<file path="src/rtl/ru_pkg.sv">
// Shared constants and requester ids for the register-unit write arbiter.
package ru_pkg;

    localparam int XLEN = 32;
    localparam int AW   = 5;

    localparam logic [AW-1:0] X0 = '0;

    typedef enum logic {
        REQ_ALU  = 1'b0,
        REQ_LOAD = 1'b1
    } req_id_e;

endpackage

</file>
<file path="src/rtl/ru_arb2.sv">
// Two-requester grant selection. RU_WR_RR_EN selects round-robin with a
// last-grant pointer; otherwise requester 0 has fixed priority and no state.
module ru_arb2
    import ru_pkg::*;
(
`ifdef RU_WR_RR_EN
    input  logic       clk,
`endif
    input  logic       rst,
    input  logic [1:0] valid,
    output logic [1:0] grant
);

`ifdef RU_WR_RR_EN
    req_id_e last_q;
    req_id_e last_d;

    // Pointer starts at REQ_LOAD so REQ_ALU wins the first contention.
    always_ff @(posedge clk or posedge rst) begin
        if (rst) last_q <= REQ_LOAD;
        else     last_q <= last_d;
    end

    always_comb begin
        last_d = last_q;
        if (grant[0])      last_d = REQ_ALU;
        else if (grant[1]) last_d = REQ_LOAD;
    end

    always_comb begin
        grant = 2'b00;
        if (!rst) begin
            if (valid == 2'b11) grant = (last_q == REQ_ALU) ? 2'b10 : 2'b01;
            else                grant = valid;
        end
    end
`else
    always_comb begin
        grant = 2'b00;
        if (!rst) grant = valid[0] ? 2'b01 : valid;
    end
`endif

endmodule

</file>
<file path="src/rtl/ru_write_arbiter.sv">
// Arbitrates ALU and load writebacks into a single register-unit write port.
// Arbitration policy is selected by RU_WR_RR_EN (see ru_arb2).
module ru_write_arbiter #(
    parameter int XLEN = ru_pkg::XLEN,
    parameter int AW   = ru_pkg::AW
) (
    input  logic              clk,
    input  logic              rst,
    input  logic              req0_valid,
    input  logic [AW-1:0]     req0_rd,
    input  logic [XLEN-1:0]   req0_data,
    output logic              req0_ready,
    input  logic              req1_valid,
    input  logic [AW-1:0]     req1_rd,
    input  logic [XLEN-1:0]   req1_data,
    output logic              req1_ready,
    output logic              RUWr,
    output logic [AW-1:0]     rd,
    output logic [XLEN-1:0]   DataWr,
    output logic [2**AW-1:0]  pending
);
    import ru_pkg::*;

    logic [1:0]      grant;
    logic            ruwr_q, ruwr_d;
    logic [AW-1:0]   rd_q, rd_d;
    logic [XLEN-1:0] data_q, data_d;

    ru_arb2 u_arb (
`ifdef RU_WR_RR_EN
        .clk   (clk),
`endif
        .rst   (rst),
        .valid ({req1_valid, req0_valid}),
        .grant (grant)
    );

    assign req0_ready = grant[0];
    assign req1_ready = grant[1];

    // NOTE: every output gets a default first so no path leaves it unassigned (no latch).
    always_comb begin
        ruwr_d = 1'b0;
        rd_d   = rd_q;
        data_d = data_q;
        if (grant[1]) begin
            rd_d   = req1_rd;
            data_d = req1_data;
            ruwr_d = (req1_rd != AW'(X0));
        end else if (grant[0]) begin
            rd_d   = req0_rd;
            data_d = req0_data;
            ruwr_d = (req0_rd != AW'(X0));
        end
    end

    // NOTE: state uses non-blocking assignments; async reset drops RUWr immediately.
    always_ff @(posedge clk or posedge rst) begin
        if (rst) begin
            ruwr_q <= 1'b0;
            rd_q   <= '0;
            data_q <= '0;
        end else begin
            ruwr_q <= ruwr_d;
            rd_q   <= rd_d;
            data_q <= data_d;
        end
    end

    assign RUWr   = ruwr_q;
    assign rd     = rd_q;
    assign DataWr = data_q;

    always_comb begin
        pending = '0;
        if (ruwr_q) pending[rd_q] = 1'b1;
    end

endmodule
</file>
<file path="config.mk">
export PLATFORM = sky130hd
export DESIGN_NAME = ru_write_arbiter
export DESIGN_NICKNAME = d
export VERILOG_FILES = /design/src/rtl/ru_pkg.sv /design/src/rtl/ru_arb2.sv /design/src/rtl/ru_write_arbiter.sv
export SDC_FILE = /design/constraint.sdc
export NUM_CORES = 1
export LEC_CHECK = 0
export ABC_AREA = 1
export CORE_MARGIN = 3
export CORE_UTILIZATION = 36
export CTS_BUF_LIST = sky130_fd_sc_hd__clkbuf_8 sky130_fd_sc_hd__clkbuf_16
export DETAILED_ROUTE_END_ITERATION = 7
export GPL_ROUTABILITY_DRIVEN = 0
export PLACE_DENSITY_LB_ADDON = 0.15
export SLEW_MARGIN = 20
export SYNTH_ARGS = -nofsm -noshare
export SYNTH_HDL_FRONTEND = slang
export SYNTH_SLANG_ARGS = --single-unit
</file>
<file path="constraint.sdc">
create_clock -name clk -period 3.1 [get_ports clk]
set_input_delay 0.62 -clock clk [delete_from_list [all_inputs] [get_ports clk]]
set_output_delay 0.62 -clock clk [all_outputs]
set_load 0.01 [all_outputs]
</file>
* Word-level counts from Yosys, hierarchy flattened *
Index checks and enable logic that the tools add are counted.

cells by class
  magnitude comparators = 2
  reduce and logical (&&, ||, !) cells = 4
  muxes and demuxes = 11

operators by type and width
  kind                  number
  $mux W32              3
  $mux W5               2
  $reduce_bool A5 Y1    2
  $lt A5 B6 Y1 const B  1
  $demux W1 S5          1
  $ge A5 B1 Y1 const B  1
  $mux W2               2
  $mux W1               3
  $reduce_bool A2 Y1    1
  $logic_and A1 B1 Y1   1

storage, ports and cells
  input port bits = 78
  register bits = 38
  output and inout bits = 72

* Logic depth before layout (Yosys ltp) *
Gate-level depths: netlist of run 1.

  depth after elaboration = 5
  mapped depth = 8
  gate-level depth less buffers = 6

* Modules after synthesis *
From an unflattened synthesis of run 1, not the netlist that was laid out.

second synthesis, totals
  cells, all modules = 264
  area, all modules = 1921.8 sq um

modules (own cells, without submodules)
  module            sequential area each (sq um)  instances  area an instance (sq um)  cells each
  ru_write_arbiter  950.9                         1          1901.8                    260
  ru_arb2           0.0                           1          20.0                      4

* Least setup slack after synthesis of run 1 *
No wires, ideal clock.

  kind = input port to output port
  start point = in rst
  end point = out req1_ready
  path buffers = 1
  arrival time = 2.002 ns
  cell stages on the path = 4
  path slack = 0.478 ns
  data required time = 2.480 ns
  cell sequence = inv_1 nand3_1 inv_2 buf_2

between the ends
  cells in the longest elaborated chain, start to end = 1

ends and longest elaborated chain
  item         line                    RTL
  from (decl)  ru_write_arbiter.sv:8   input logic rst,
  $mux W2      ru_arb2.sv:40           if (!rst) grant = valid[0] ? 2'b01 : valid;
  to (decl)    ru_write_arbiter.sv:16  output logic req1_ready,

Every way passes these cells.

* Worst setup path in the final report of run 1 *
  start point = in req0_valid
  end point = out req0_ready

between the ends
  cells in the longest elaborated chain, start to end = 2

ends and longest elaborated chain
  item                  line                    RTL
  from (decl)           ru_write_arbiter.sv:9   input logic req0_valid,
  $mux W2 (2 in a row)  ru_arb2.sv:40
  to (decl)             ru_write_arbiter.sv:12  output logic req0_ready,

Every way passes these cells.

==> results of run 1 <==
## power by group
part	total, mW	internal (mW)	switching (mW)
sequential	0.605	0.560	0.0450
clock	0.424	0.257	0.166
combinational	0.479	0.266	0.214
## per-stage QoR
step / cells / hold slack (ps) / cell area, um2
2_1_floorplan: 374 / 515.5 / 2271
3_3_place_gp: 589 / 461.5 / 3817
5_1_grt: 596 / 503.4 / 3930
6_report: 596 / 476.6 / 3930
3_5_place_dp: 589 / 464.4 / 3817
4_1_cts: 596 / 481.7 / 3930
## metal layers
metal | wire length [um] | GRT usage, %
met5 | 0 | 0
met3 | 609 | 5.825
met1 | 2971 | 24.17
met2 | 3170 | 31.92
met4 | 41 | 4.748
## synth_stat cells
library cell / count / area share (%)
a21oi_1: 1 / 0.22
buf_2: 10 / 2.2
buf_4: 1 / 0.33
buf_6: 2 / 0.99
clkbuf_1: 1 / 0.17
dfrtp_1: 38 / 42
inv_1: 43 / 7.1
inv_2: 2 / 0.33
nand2_1: 151 / 25
nand3_1: 13 / 2.9
nand4_1: 1 / 0.28
nor2_1: 108 / 18
o21ai_0: 2 / 0.44
o21ai_2: 1 / 0.39
## kinds of logic (layout without fill, tap and decap cells)
logic type / after synthesis / in the layout
buffers and inverters: 59 / 206
AOI/OAI and AO/OA: 4 / 4
and+or+nand+nor: 273 / 273
DFF: 38 / 38
## final timing paths
kind / start / endpoint / slack (ps) / cells after the start
max: req0_valid / req0_ready / 540 / 4
min: DataWr[27]$_DFFE_PP0P_ / DataWr[27]$_DFFE_PP0P_ / 480 / 2
max reg2reg: rd[2]$_DFFE_PP0P_ / rd[2]$_DFFE_PP0P_ / 2360 / 2
min reg2reg: DataWr[27]$_DFFE_PP0P_ / DataWr[27]$_DFFE_PP0P_ / 480 / 2
max in group asynchronous: rst / DataWr[26]$_DFFE_PP0P_ / 1920 / 3
min in group asynchronous: rst / DataWr[5]$_DFFE_PP0P_ / 800 / 3
## sequential cells by signal (all words and copies together), names as in the netlist
signal,flops
DataWr,32
rd,5
RUWr,1
## critical path, stage by stage
cell and delay [ps]:
clkdlybuf4s50_1 570, nand2_1 120, inv_1 90, clkdlybuf4s50_1 530
## final cells by class
| class | instances | area (um2) |
|---|---|---|
| Clock inverter | 1 | 30.03 |
| Fill cell | 548 | 2096 |
| Inverter | 45 | 168.9 |
| Timing Repair Buffer | 154 | 1529 |
| Multi-Input combinational cell | 277 | 1075 |
| Clock buffer | 6 | 82.58 |
| Tap cell | 75 | 93.84 |
| Sequential cell | 38 | 950.9 |
==> flow_metrics.env, run 1 <==
export IMPL_overflow=0
export IMPL_synth_simple_area_share_pct=45.95
export IMPL_slew_violations=0
export IMPL_die_area_mm2=0.007297
export IMPL_io_pins=150
export IMPL_drive_gt1_share_pct=3.071
export IMPL_hold_class="register to register"
export IMPL_p_per_area_mw_per_mm2=383.7
export IMPL_final_cell_mix="nand2_1, clkdlybuf4s50_1, nor2_1"
export IMPL_fp_dieH_um=85.43
export IMPL_cts_sinks=38
export IMPL_tightestPinTransition_ps=514.0
export IMPL_synth_area_mm2=0.002271
export IMPL_path_class="input port to output pin"
export IMPL_htree_levels=2
export IMPL_first_pass_iters=4
export IMPL_grt_max_degree=45
export IMPL_synth_seq_cells=38
export IMPL_antenna_found_initial=0
export IMPL_path_clk_slew_ps=60
export IMPL_peakVddDrop_mv=0.2314
export IMPL_via_per_inst=4.398
export IMPL_clk_latency_ps=290
export IMPL_synthXorXnorAreaFrac_pct=0
export IMPL_cts_hold_buf=0
export IMPL_period_minus_slack_ps=2557
export IMPL_synth_top_family_by_area="simple AND/OR/NAND/NOR gates"
export IMPL_wirelength_um=6792
export IMPL_start_util_pct=37.69
export IMPL_ys_seq_area_share_pct=41.87
export IMPL_totalPowerFinal_mw=1.508
export IMPL_core_mm2=0.006026
export IMPL_clk_path_buf_depth=2
export IMPL_rows=28
export IMPL_synth_compound_area_share_pct=1.047
export IMPL_post_route_period_util_pct=82.47
export IMPL_ctsResizeCount=0
export IMPL_post_cts_setup_buffers=0
export IMPL_insertedDiodeCount=0
export IMPL_p_leak_nw=1.916
export IMPL_fin_skew_ps=0
export IMPL_cp_arrival_ps=1940
export IMPL_preCtsSetupSlack_ps=561.0
export IMPL_synthMuxAreaShare_pct=0
export IMPL_yosys_warnings=0
export IMPL_numCtsBuffers=5
export IMPL_status="complete, no violations"
export IMPL_tritoncts="done"
export IMPL_critPathRequiredTime_ps=2480
export IMPL_syn_inst=374
export IMPL_synth_adder_area_share_pct=0
export IMPL_setup_worst_path_end_class="output pin"
export IMPL_fp_dieW_um=85.43
export IMPL_dp_hpwl_um=5142
export IMPL_clockRootBuffer="clkbuf_8"
export IMPL_avgRoutedWirePerCell_um=11.40
export IMPL_setup_ws_ps=543.4
export IMPL_dr_first_iter_drc_count=113
export IMPL_grt_first_pass_wirelength_um=11390
export IMPL_fmax_ghz=0.3911
export IMPL_area_delta_synth_final_pct=73.06
export IMPL_num_vias=2621
export IMPL_setup_viol=0
export IMPL_path_max_fanout=3
export IMPL_finalNetCount=599
export IMPL_final_util_pct=65.22
export IMPL_synth_net_count=452
export IMPL_timing_hold_violations_final=0
export IMPL_final_common_cell="nand2_1"
export IMPL_grt_use_total_pct=19.12
export IMPL_maxSlewHeadroom_pct=65.73
export IMPL_ant_nets=0
export IMPL_grt_setup_unrepaired="false"
export IMPL_drc=0
export IMPL_avgSynthCellArea_um2=6.072
export IMPL_synth_cell_types=14
export IMPL_cp_start_kind="input port"
export IMPL_fin_tns_setup_ps=0
export IMPL_io_buffer_count=149
export IMPL_max_cap_violations=0
export IMPL_grt_pass1_vias=2413
No activity file was read; power rests on OpenSTA's default activity.
==> inputs of run 2 (changes only) <==
==> constraint.sdc (replaced) <==
create_clock -name clk -period 2.5 [get_ports clk]
set_input_delay 0.5 -clock clk [delete_from_list [all_inputs] [get_ports clk]]
set_output_delay 0.5 -clock clk [all_outputs]
set_load 0.01 [all_outputs]
==> run 2 against run 1 <==
  * First-iteration DRC count fell by 42%
  * Sequential power increased by 24%
  * Total power up 19%
  * Critical path type is now register to output pin
==> flow_metrics.env, run 2 (synthesized netlist as in run 1, its figures left out) <==
export IMPL_status="complete, no violations"
export IMPL_route_met3_wl_um=636
export IMPL_placed_cell_area_mm2=0.003857
export IMPL_via_per_inst=4.394
export IMPL_slew_violations=0
export IMPL_totalPowerFinal_mw=1.791
export IMPL_first_pass_iters=4
export IMPL_worstHoldStart="DataWr[30]$_DFFE_PP0P_"
export IMPL_dp_hpwl_um=5241
export IMPL_path_clk_slew_ps=80
export IMPL_numCtsBuffers=5
export IMPL_grt_first_pass_wirelength_um=11340
export IMPL_wl_met1_um=2776
export IMPL_rows=28
export IMPL_fp_dieW_um=85.43
export IMPL_ant_nets=0
export IMPL_path_class="register to output pin"
export IMPL_timing_hold_violations_final=0
export IMPL_seqCellArea_um2=950.9
export IMPL_avgRoutedWirePerCell_um=11.38
export IMPL_setup_viol=0
export IMPL_period_minus_slack_ps=2326
export IMPL_finalNetCount=601
export IMPL_grt_pass1_vias=2477
export IMPL_core_mm2=0.006026
export IMPL_insertedDiodeCount=0
export IMPL_critPathRequiredTime_ps=2000
export IMPL_peakVddDrop_mv=0.3253
export IMPL_cts_sinks=38
export IMPL_setup_worst_path_end_class="output pin"
export IMPL_antenna_found_initial=0
export IMPL_r2r_start="rd[2]$_DFFE_PP0P_"
export IMPL_grt_max_degree=38
export IMPL_clockRootBuffer="clkbuf_8"
export IMPL_path_max_fanout=8
export IMPL_clk_path_buf_depth=2
export IMPL_tightestPinTransition_ps=698.1
export IMPL_post_route_period_util_pct=93.06
export IMPL_hold_end="DataWr[30]$_DFFE_PP0P_"
export IMPL_final_cell_mix="nand2_1, clkdlybuf4s50_1, nor2_1"
export IMPL_fmax_ghz=0.4298
export IMPL_fillCellCount=566
export IMPL_multi_input_area_mm2=0.001075
export IMPL_dr_first_iter_drc_count=66
export IMPL_top_layer="met4"
export IMPL_final_common_cell="nand2_1"
export IMPL_io_pins=150
export IMPL_fp_dieH_um=85.43
export IMPL_wirelength_um=6814
export IMPL_cp_start_kind="register"
export IMPL_tritoncts="done"
export IMPL_drc=0
export IMPL_hold_class="register to register"
export IMPL_whs_path_depth=2
export IMPL_post_cts_setup_buffers=0
export IMPL_overflow=0
export IMPL_ctsResizeCount=0
export IMPL_start_util_pct=37.69
export IMPL_grt_use_total_pct=19.03
export IMPL_clk_latency_ps=280
export IMPL_io_buffer_count=149
export IMPL_num_vias=2632
export IMPL_grt_setup_unrepaired="false"
export IMPL_met2_length_um=3333
export IMPL_placedCellCount=591
export IMPL_htree_levels=2
export IMPL_p_per_area_mw_per_mm2=453.2
export IMPL_final_cells=599
export IMPL_die_area_mm2=0.007297
export IMPL_largest_reg_flops=32
export IMPL_worstReg2RegEnd="rd[2]$_DFFE_PP0P_"
export IMPL_max_cap_violations=0
export IMPL_rr_worst_depth=2
export IMPL_p_leak_nw=1.925
export IMPL_area_delta_synth_final_pct=74.05
export IMPL_cp_arrival_ps=1830
export IMPL_fin_tns_setup_ps=0
export IMPL_r2r_slack_ps=1770
export IMPL_final_area_mm2=0.003953
export IMPL_fin_skew_ps=0
export IMPL_cts_hold_buf=0
export IMPL_maxSlewHeadroom_pct=53.28
export IMPL_drive_gt1_share_pct=3.626
[run 2: cell types whose count changed in the layout (fill, tap and decap cells not counted)]
| cell | change |
|---|---|
| buf_12 | +2 |
| clkinv_2 | +1 |
| bufinv_16 | -1 |
| clkinvlp_4 | +1 |
[run 2: cell type report]
type,instances,share of cell area [%]
sequential,38,24.06
timing repair buffer,156,39.70
tap,75,2.374
inverter,45,4.274
clock buffer,6,2.089
clock inverter,2,0.3166
multi-input combinational,277,27.19
[run 2: critical path, cell delays in order (launching register included)]
cell and delay [ps]:
dfrtp_1 440, inv_1 90, nand3_1 250, nor2_1 210, clkdlybuf4s50_1 560
[run 2: metrics by stage]
step                      hold WS [ps]  worst slack [ps]  utilization [%]
after floorplan                  515.5             117.7                -
after global placement           461.0             211.6            64.02
after detailed placement         464.9             185.4            64.02
after CTS                        485.8             146.7            65.59
after global routing             508.1             45.03            65.59
final                            480.9             173.6            65.59
[run 2: power breakdown]
part           switching, mW  internal, mW  total (mW)
registers             0.0552         0.694       0.749
clock network          0.216         0.222       0.438
logic                  0.267         0.337       0.604
total                  0.539          1.25        1.79
[run 2: how the worst max path moves through the flow]
stage	start	to	slack, ps	cells past startpoint
after floorplan	rst	req1_ready	120	4
final	rd[1]$_DFFE_PP0P_	pending[17]	170	4
after global placement	req0_valid	req0_ready	210	4
after CTS	rd[1]$_DFFE_PP0P_	pending[17]	150	4
after global routing	rd[1]$_DFFE_PP0P_	pending[1]	50	4
after detailed placement	req0_valid	req0_ready	190	4
[run 2: layer usage]
metal | vias to the layer above | GRT usage [%]
met5 | - | 0
met4 | 0 | 5.180
met3 | 7 | 5.728
met2 | 98 | 33.12
met1 | 1143 | 22.74
li1 | 1384 | -
